## src/rtl/add_8.sv

```systemverilog
// add_8: 8-bit ripple-carry adder built from gate-level full-adder cells.
// Inputs are added in one combinational pass and the result is registered,
// giving a 1-cycle latency. Optional signed-overflow output and flop are
// enabled by defining ADD8_OVERFLOW_EN.

// Single bit cell: AND/OR/XOR only, no behavioural arithmetic.
module add_8_fa (
    input  logic a,
    input  logic b,
    input  logic ci,
    output logic s,
    output logic co
);
    logic p;

    assign p  = a ^ b;
    assign s  = p ^ ci;
    assign co = (a & b) | (ci & p);
endmodule

module add_8 (
    input  logic       clk,
    input  logic       rst_n,
    input  logic [7:0] A,
    input  logic [7:0] B,
    input  logic       c_in,
`ifdef ADD8_OVERFLOW_EN
    output logic       overflow,
`endif
    output logic [7:0] sum,
    output logic       c_out
);
    // c[i] is the carry into bit i; c[8] is the carry out of bit 7.
    logic [8:0] c;
    logic [7:0] s;

    assign c[0] = c_in;

    // Carry chain: c_in ripples through all eight cells to the c_out flop.
    for (genvar i = 0; i < 8; i++) begin : g_bit
        add_8_fa u_fa (
            .a  (A[i]),
            .b  (B[i]),
            .ci (c[i]),
            .s  (s[i]),
            .co (c[i+1])
        );
    end

    logic [7:0] sum_d,   sum_q;
    logic       c_out_d, c_out_q;

    // Next-state values for the result register.
    always_comb begin
        sum_d   = s;
        c_out_d = c[8];
    end

    // Result register; reset only takes effect at a clock edge.
    always_ff @(posedge clk) begin
        if (!rst_n) begin
            sum_q   <= 8'h00;
            c_out_q <= 1'b0;
        end else begin
            sum_q   <= sum_d;
            c_out_q <= c_out_d;
        end
    end

    assign sum   = sum_q;
    assign c_out = c_out_q;

`ifdef ADD8_OVERFLOW_EN
    logic overflow_d, overflow_q;

    // Signed overflow: carry into the sign bit differs from carry out of it.
    always_comb begin
        overflow_d = c[8] ^ c[7];
    end

    // Overflow flag register, reset alongside the result.
    always_ff @(posedge clk) begin
        if (!rst_n) overflow_q <= 1'b0;
        else        overflow_q <= overflow_d;
    end

    assign overflow = overflow_q;
`endif

endmodule

```

## config.mk

```make
export PLATFORM = sky130hd
export DESIGN_NAME = add_8
export DESIGN_NICKNAME = d
export VERILOG_FILES = /design/src/rtl/add_8.sv
export SDC_FILE = /design/constraint.sdc
export NUM_CORES = 1
export LEC_CHECK = 0
export CORE_AREA = 2 2 39 41
export DETAILED_ROUTE_END_ITERATION = 8
export DIE_AREA = 0 0 41 43
export PLACE_DENSITY = 0.69
export SYNTH_ARGS = -nofsm -noshare
export SYNTH_HDL_FRONTEND = slang
export SYNTH_SLANG_ARGS = --single-unit
```

## constraint.sdc

```tcl
create_clock -name clk -period 10.8 [get_ports clk]
set_clock_uncertainty 0.2 [all_clocks]
set_input_delay 1.08 -clock clk [delete_from_list [all_inputs] [get_ports clk]]
set_output_delay 1.08 -clock clk [all_outputs]
set_load 0.1 [all_outputs]
```

==> results of run 1 <==
-- final cells by class --
cell class	instances	share of cell area, %
repair buffers	27	36.1
multi-input cells	17	30.1
flip-flops and latches	9	24.1
inverters	7	3.51
well taps	16	2.68
clock buffers	4	3.51
-- state kept, by name (all words and copies together), names as in the netlist --
register  count
c_out         1
sum           8
-- cell families after synthesis --
family                   count (synthesis)  synth area share, %
adder cells (fa/ha/maj)                  8                 37.1
buffers and inverters                    7                 6.09
flip-flops                               9                 41.7
AND/OR/NAND/NOR                          9                 15.1
-- metrics by stage --
step	utilization [%]	total power, mW	instance area [µm²]	instances	hold slack [ns]
floorplan	-	0.0763	432	33	1.00
global placement	52.2	0.0927	722	76	1.65
detailed placement	52.2	0.0935	722	76	1.64
CTS	54.1	0.119	748	80	1.37
global route	54.1	0.123	748	80	1.40
finish	54.1	0.117	748	80	1.36
-- critical path, cell delays in order --
cell	delay, ns
clkdlybuf4s50_1	0.41
inv_1	0.08
fa_1	0.17
inv_1	0.05
fa_1	0.37
fa_1	0.39
fa_1	0.40
fa_1	0.39
fa_1	0.38
fa_1	0.36
inv_1	0.07
fa_1	0.40
and2b_2	0.21
-- layer usage --
metal,up-vias,global-route usage [%],part of all wire [%]
met5,-,0,0
met4,0,12.0,5.2
met3,5,2.09,11
met2,17,13.4,39
met1,133,15.6,44
li1,155,-,-
-- power breakdown --
| part | total, mW | internal [mW] | switching [mW] |
|---|---|---|---|
| logic | 0.0539 | 0.0173 | 0.0366 |
| clock network | 0.0249 | 0.0142 | 0.0107 |
| registers | 0.0382 | 0.0373 | 0.000900 |
-- worst max path at each step --
stage	startpoint	to	slack, ns	cells after the start
floorplan	A[0]	sum[7]$_SDFF_PN0_	6.31	12
global placement	A[0]	sum[7]$_SDFF_PN0_	5.82	13
detailed placement	A[0]	sum[7]$_SDFF_PN0_	5.78	13
CTS	A[0]	sum[7]$_SDFF_PN0_	6.03	13
global route	A[0]	sum[7]$_SDFF_PN0_	5.94	13
finish	B[0]	sum[7]$_SDFF_PN0_	6.05	13
-- cell usage in the layout (no fill, tap or decap) --
cell             netlist  final
clkdlybuf4s50_1        0     27
dfxtp_1                9      9
fa_1                   8      8
inv_1                  7      7
and2_1                 5      5
and2b_2                3      3
clkbuf_4               0      3
and2_2                 1      1
clkbuf_1               0      1
==> impl_metrics.ini, run 1 <==
[sta]
worst_pin_slew_ns = 0.969
setup_violations = 0
fin_crit_sh_pct = 44.0
slew_violations = 0
hold_violations = 0
final.setup.tns_ns = 0
slew_headroom_pct = 35.2
rsz0062_at_grt = false
min_period_ns = 4.75
max_freq_ghz = 0.210
timing.final.ws_setup_ns = 6.05

[synthesis]
syn_inst = 33
synth_edf_count = 0
synth-seq-area-share_pct = 41.7
ys_ff_latch = 9
synthArstFlopShare_pct = 0
synth_area_leaders = dfxtp_1 42%, fa_1 37%, and2_1 7.2%
avgSynthCellArea_um2 = 13.1
synth_most_common_cell = dfxtp_1
synth_nets = 60
synth_ff_type = dfxtp_1
synthDominantCellAreaShare_pct = 41.7
synth_common_cells = 9 x dfxtp_1, 8 x fa_1, 7 x inv_1, 5 x and2_1, 3 x and2b_2
yosysWarnings = 0
yosys.area.top_type = dfxtp_1
synthesis.area_um2 = 432
synth_cell_types = 6

[global_routing]
grt_antenna_before_repair = 0
grt.overflow.total = 0
grt_start_max_net_pins = 10
grt_pass1_vias = 295
grt.total_usage_pct = 11.3
grt_pass1_wl_um = 1240

[clock_network]
clock-sinks = 9
cts_buffers = 3
cts_tree = built
cts_max_level = 1
cts-root-buf = clkbuf_4
cts_hold_buf = 0
cts_setup_buffers = 0
cts_buffer_depth = 2
clk_pin_slew_worst_paths_ns = 0.05
postCtsResizedCells = 0

[power_and_ir_drop]
powerDensity_nw_per_um2 = 156
leakage_nw = 0.321
ir_drop_mv = 0.0442

[worst_hold_path]
hold_start = rst_n
hold_path.class = input pin to register
min_delay_worst_endpoint = sum[4]$_SDFF_PN0_
hold_depth = 2

[run]
cap_viol_max_count = 0

[layout]
synthToLayoutAreaGrowth_pct = 73.3
seq_area_um2 = 180
n_antenna_cell = 0
drive_above_1_share_pct = 10.9
nets = 92
num-fill-cells = 129
multi_input_area_um2 = 225

[critical_path]
path_class = input pin to register
crit_path_start_kind = input pin
critPathRequiredTime_ns = 10.80
cp_max_fo = 1
critPathArrivalTime_ns = 4.76
end_kind = register

[floorplan]
die_w_um = 41
coreArea_um2 = 1380
dieHeight_um = 43
rows = 14
die-area_um2 = 1760
ios = 28
initial_core_util_pct = 31.2

[drt]
routed_wl_um = 773
dr.first_iter.drc_count = 0
ant_nets = 0
drtPass1Iterations = 1
viasPerCell = 3.88
dr_total_vias = 310
wl_per_cell_um = 9.66
drc = 0

[placed_design]
pre_cts_slack_ns = 5.78
io_buffers = 27
dpl.hpwl_um = 661
gp_congestion = 0.650

[status]
status = finished clean
No activity file was read; power rests on OpenSTA's default activity.
==> run 2: changes to the inputs <==
==> config.mk (replaced) <==
export PLATFORM = sky130hd
export DESIGN_NAME = add_8
export DESIGN_NICKNAME = d
export VERILOG_FILES = /design/src/rtl/add_8.sv
export SDC_FILE = /design/constraint.sdc
export NUM_CORES = 1
export LEC_CHECK = 0
export CORE_MARGIN = 1.5
export CORE_UTILIZATION = 33
export DETAILED_ROUTE_END_ITERATION = 8
export PLACE_DENSITY = 0.7
export SYNTH_ARGS = -nofsm -noshare
export SYNTH_HDL_FRONTEND = slang
export SYNTH_SLANG_ARGS = --single-unit
==> constraint.sdc (replaced) <==
create_clock -name clk -period 4.5 [get_ports clk]
set_clock_uncertainty 0.2 [all_clocks]
set_input_delay 0.45 -clock clk [delete_from_list [all_inputs] [get_ports clk]]
set_output_delay 0.45 -clock clk [all_outputs]
set_load 0.1 [all_outputs]
==> run 2 against run 1 <==
  * Final cell count shrank 2.5%
  * Sequential power grew 140%
  * Largest cell class unchanged
  * Count of clock-buffer cells in the layout is the same
  * Cell area shrank 0.33%
  * Clock power grew 140%
  * Die area shrank 13%
  * Highest routed layer unchanged
==> impl_metrics.ini, run 2 (same netlist as run 1, synthesis figures left out) <==
[drt]
drc = 0
drtPass1Iterations = 2
ant_nets = 0
dr.first_iter.drc_count = 3
wl_per_cell_um = 7.87
viasPerCell = 4.01
dr_total_vias = 313
routed_wl_um = 614

[critical_path]
cp_slowest_cell = fa_1
crit_path_start_kind = input pin
critPathBufInv = 4
path_cells = clkdlybuf4s50_1 -> inv_1 -> fa_1 -> inv_1 -> fa_1 -> fa_1 -> fa_1 -> fa_1 -> fa_1 -> fa_1 -> inv_1 -> fa_1 -> and2b_2
path_class = input pin to register
startpoint = A[0]
cpMostUsedCell = fa_1
cp_max_fo = 1
critPathArrivalTime_ns = 4.11
end_kind = register
path_delay_family = adder cells
critPathRequiredTime_ns = 4.50
slowest_delay_ns = 0.40

[layout]
drive_above_1_share_pct = 10.9
final_cell_mix = 27 x clkdlybuf4s50_1, 9 x dfxtp_1, 8 x fa_1
largest_register_ffs = 8
n_antenna_cell = 0
synthToLayoutAreaGrowth_pct = 72.8
final_util_pct = 64.5
nets = 92
final_common_cell = clkdlybuf4s50_1

[clock_network]
cts_setup_buffers = 0
cts-root-buf = clkbuf_4
clock-sinks = 9
cts_buffers = 3
postCtsResizedCells = 0
cts_tree = built
cts_hold_buf = 0
cts_max_level = 1
cts_buffer_depth = 2
clk_pin_slew_worst_paths_ns = 0.06

[global_routing]
grt_antenna_before_repair = 0
grt_pass1_vias = 310
grt.total_usage_pct = 11.6
grt_start_max_net_pins = 10
grt.overflow.total = 0
grt_pass1_wl_um = 1110

[sta]
timing.final.ws_setup_ns = 0.394
slew_headroom_pct = 35.4
min_period_ns = 4.11
rsz0062_at_grt = false
setup_violations = 0
fin_crit_sh_pct = 91.2
max_freq_ghz = 0.244
slew_violations = 0
final.setup.tns_ns = 0
worst_pin_slew_ns = 0.966
hold_violations = 0

[floorplan]
rows = 12
coreArea_um2 = 1160
die_w_um = 39.2
initial_core_util_pct = 37.3
ios = 28
dieHeight_um = 39.2
die-area_um2 = 1530

[worst_hold_path]
min_delay_worst_endpoint = sum[4]$_SDFF_PN0_
hold_depth = 2
hold_start = rst_n
hold_path.class = input pin to register

[status]
status = finished clean

[placed_design]
io_buffers = 27
pre_cts_slack_ns = 0.110
dpl.hpwl_um = 563
gp_congestion = 0.592

[power_and_ir_drop]
leakage_nw = 0.321
ir_drop_mv = 0.132
powerDensity_nw_per_um2 = 375

[run]
cap_viol_max_count = 0
## run 2: layer usage
layer  share of wire (%)  vias to the layer above  track usage (%)
li1                    -                      153                -
met2                  47                       20             17.5
met3                 9.0                        2             1.73
met4                 1.3                        0             12.9
met5                   0                        -                0
met1                  43                      138             13.0
## run 2: how the worst max path moves through the flow
stage                         to  slack [ns]  cells after the start
6_report       sum[7]$_SDFF_PN0_        0.39                     13
2_1_floorplan  sum[7]$_SDFF_PN0_        0.64                     12
4_1_cts        sum[7]$_SDFF_PN0_        0.38                     13
3_3_place_gp   sum[7]$_SDFF_PN0_        0.12                     13
5_1_grt        sum[7]$_SDFF_PN0_        0.23                     13
3_5_place_dp   sum[7]$_SDFF_PN0_        0.11                     13
## run 2: cell type report
type	instances	area (µm²)
Clock buffer	4	26.3
Fill cell	91	410
Inverter	7	26.3
Multi-Input combinational cell	17	225
Sequential cell	9	180
Tap cell	14	17.5
Timing Repair Buffer	27	270
## run 2: through the flow
step / power [mW] / instance area, µm² / instances / hold WS [ns]
after floorplan: 0.183 / 432 / 33 / 0.372
after global placement: 0.223 / 719 / 74 / 1.02
after detailed placement: 0.224 / 719 / 74 / 1.01
after CTS: 0.286 / 746 / 78 / 0.734
after global routing: 0.298 / 746 / 78 / 0.765
final: 0.280 / 746 / 78 / 0.736
## run 2: power breakdown
group / internal [mW] / leakage [nW] / switching (mW)
registers: 0.0895 / 0.0750 / 0.00218
clock network: 0.0340 / 0.0150 / 0.0251
logic: 0.0416 / 0.231 / 0.0874
==> run 3: changes to the inputs <==
==> config.mk (replaced) <==
export PLATFORM = sky130hd
export DESIGN_NAME = add_8
export DESIGN_NICKNAME = d
export VERILOG_FILES = /design/src/rtl/add_8.sv
export SDC_FILE = /design/constraint.sdc
export NUM_CORES = 1
export LEC_CHECK = 0
export CORE_AREA = 2 2 39 41
export DETAILED_ROUTE_END_ITERATION = 8
export DIE_AREA = 0 0 41 43
export PLACE_DENSITY = 0.69
export SYNTH_ARGS = -nofsm -noshare
export SYNTH_HDL_FRONTEND = slang
export SYNTH_SLANG_ARGS = --single-unit
==> constraint.sdc (replaced) <==
create_clock -name clk -period 5.3 [get_ports clk]
set_clock_uncertainty 0.2 [all_clocks]
set_input_delay 0.53 -clock clk [delete_from_list [all_inputs] [get_ports clk]]
set_output_delay 0.53 -clock clk [all_outputs]
set_load 0.1 [all_outputs]
==> run 3 against run 2 <==
  * Flip-flop and latch count unchanged
  * Global-route usage up 1.2 points
  * Cell area up 0.34%
  * Power down 14%
  * Critical path depth unchanged
  * Sequential share of layout area down 0.081 points
  * Critical path type unchanged
  * Final cell count up 2.6%
  * Sequential power down 15%
  * Combinational power down 15%
  * Largest power group unchanged
==> impl_metrics.ini, run 3 (same netlist as run 1, synthesis figures left out) <==
[power_and_ir_drop]
pwr-share-seq_pct = 32.4
switching_power_mw = 0.0998
ir_drop_mv = 0.0835
p_comb_share_pct = 45.9
leakage_nw = 0.321
p_int_mw = 0.140
p_sw_share_pct = 41.5
clkPwrFrac_pct = 21.7
powerDensity_nw_per_um2 = 321

[drt]
dr.first_iter.drc_count = 0
dr_total_vias = 321
drc = 0
wl_per_cell_um = 10.4
viasPerCell = 4.01
drtPass1Iterations = 1
ant_nets = 0
routed_wl_um = 832

[floorplan]
rows = 14
initial_core_util_pct = 31.2
dieHeight_um = 43
die-area_um2 = 1760
coreArea_um2 = 1380
die_w_um = 41
ios = 28

[clock_network]
cts_setup_buffers = 0
cts_buffer_depth = 2
cts-root-buf = clkbuf_4
clock-sinks = 9
cts_tree = built
clk_pin_slew_worst_paths_ns = 0.06
postCtsResizedCells = 0
cts_hold_buf = 0
cts_buffers = 3
cts_max_level = 1

[layout]
final_common_cell = clkdlybuf4s50_1
final_cell_mix = 27 x clkdlybuf4s50_1, 9 x dfxtp_1, 8 x fa_1
synthToLayoutAreaGrowth_pct = 73.3
largest_register_ffs = 8
n_antenna_cell = 0
nets = 92
drive_above_1_share_pct = 10.9
num-fill-cells = 127

[critical_path]
cp_max_fo = 1
startpoint = A[0]
path_cells = clkdlybuf4s50_1 -> inv_1 -> fa_1 -> inv_1 -> fa_1 -> fa_1 -> fa_1 -> fa_1 -> fa_1 -> fa_1 -> inv_1 -> fa_1 -> and2b_2
path_class = input pin to register
critPathArrivalTime_ns = 4.23
end_kind = register
cp_slowest_cell = fa_1
cpMostUsedCell = fa_1
slowest_delay_ns = 0.41
crit_path_start_kind = input pin
cp-endpoint = sum[7]$_SDFF_PN0_
critPathRequiredTime_ns = 5.31

[global_routing]
grt.total_usage_pct = 12.9
grt_pass1_vias = 354
grt.overflow.total = 0
grt_start_max_net_pins = 10
grt_pass1_wl_um = 1440
grt_antenna_before_repair = 0

[sta]
slew_headroom_pct = 34.5
setup_violations = 0
final.setup.tns_ns = 0
rsz0062_at_grt = false
fin_crit_sh_pct = 79.7
min_period_ns = 4.23
worst_pin_slew_ns = 0.979
slew_violations = 0
timing.final.ws_setup_ns = 1.07
hold_violations = 0
max_freq_ghz = 0.237
finalHoldWorstSlack_ns = 0.845

[worst_hold_path]
hold_path.class = input pin to register

[placed_design]
dpl.hpwl_um = 723
io_buffers = 27
pre_cts_slack_ns = 0.797
gp_congestion = 0.636

[status]
status = finished clean

[run]
cap_viol_max_count = 0
run 3: cell counts in the layout (fill, tap and decap cells not counted):
No cell type changed its count.
run 3: final cells by class:
class	instances	area [µm²]	area share, %
timing repair buffer	27	270	36.1
inverter	7	26.3	3.51
multi-input combinational	17	225	30.1
tap	16	20.0	2.68
sequential	9	180	24.1
clock buffer	4	26.3	3.51
run 3: how the worst min path moves through the flow:
stage / start / end / slack [ns] / cells past startpoint
detailed placement: B[5] / sum[5]$_SDFF_PN0_ / 1.12 / 3
global placement: B[5] / sum[5]$_SDFF_PN0_ / 1.11 / 3
CTS: rst_n / sum[1]$_SDFF_PN0_ / 0.85 / 2
global route: B[6] / sum[6]$_SDFF_PN0_ / 0.87 / 3
floorplan: rst_n / sum[1]$_SDFF_PN0_ / 0.45 / 1
finish: B[5] / sum[5]$_SDFF_PN0_ / 0.84 / 3
run 3: through the flow:
| step | power, mW | std cells | util, % | instance area (µm²) |
|---|---|---|---|---|
| 2_1_floorplan | 0.155 | 33 | - | 432 |
| 3_3_place_gp | 0.189 | 76 | 52.2 | 722 |
| 4_1_cts | 0.243 | 80 | 54.1 | 748 |
| 5_1_grt | 0.254 | 80 | 54.1 | 748 |
| 6_report | 0.240 | 80 | 54.1 | 748 |
| 3_5_place_dp | 0.191 | 76 | 52.2 | 722 |
run 3: worst max-delay path, delay by kind of cell:
| family | cells | cell delay [ns] |
|---|---|---|
| fa+ha+maj | 8 | 2.90 |
| buf+inv | 4 | 0.60 |
| simple gates | 1 | 0.20 |
run 3: routing by layer:
metal / vias up / track usage (%) / part of all wire (%) / routed length [µm]
li1: 156 / - / - / -
met1: 147 / 14.6 / 41 / 339
met2: 16 / 19.7 / 47 / 388
met3: 2 / 2.62 / 11 / 89
met4: 0 / 10.0 / 1.7 / 14
met5: - / 0 / 0 / 0
run 3: power by group through the flow:
| stage | combinational, mW | clock [mW] | sequential, mW |
|---|---|---|---|
| finish | 0.110 | 0.0520 | 0.0779 |
| global route | 0.119 | 0.0571 | 0.0787 |
| CTS | 0.111 | 0.0540 | 0.0780 |
| detailed placement | 0.111 | 0 | 0.0795 |
| global placement | 0.110 | 0 | 0.0795 |
| floorplan | 0.0153 | 0 | 0.140 |
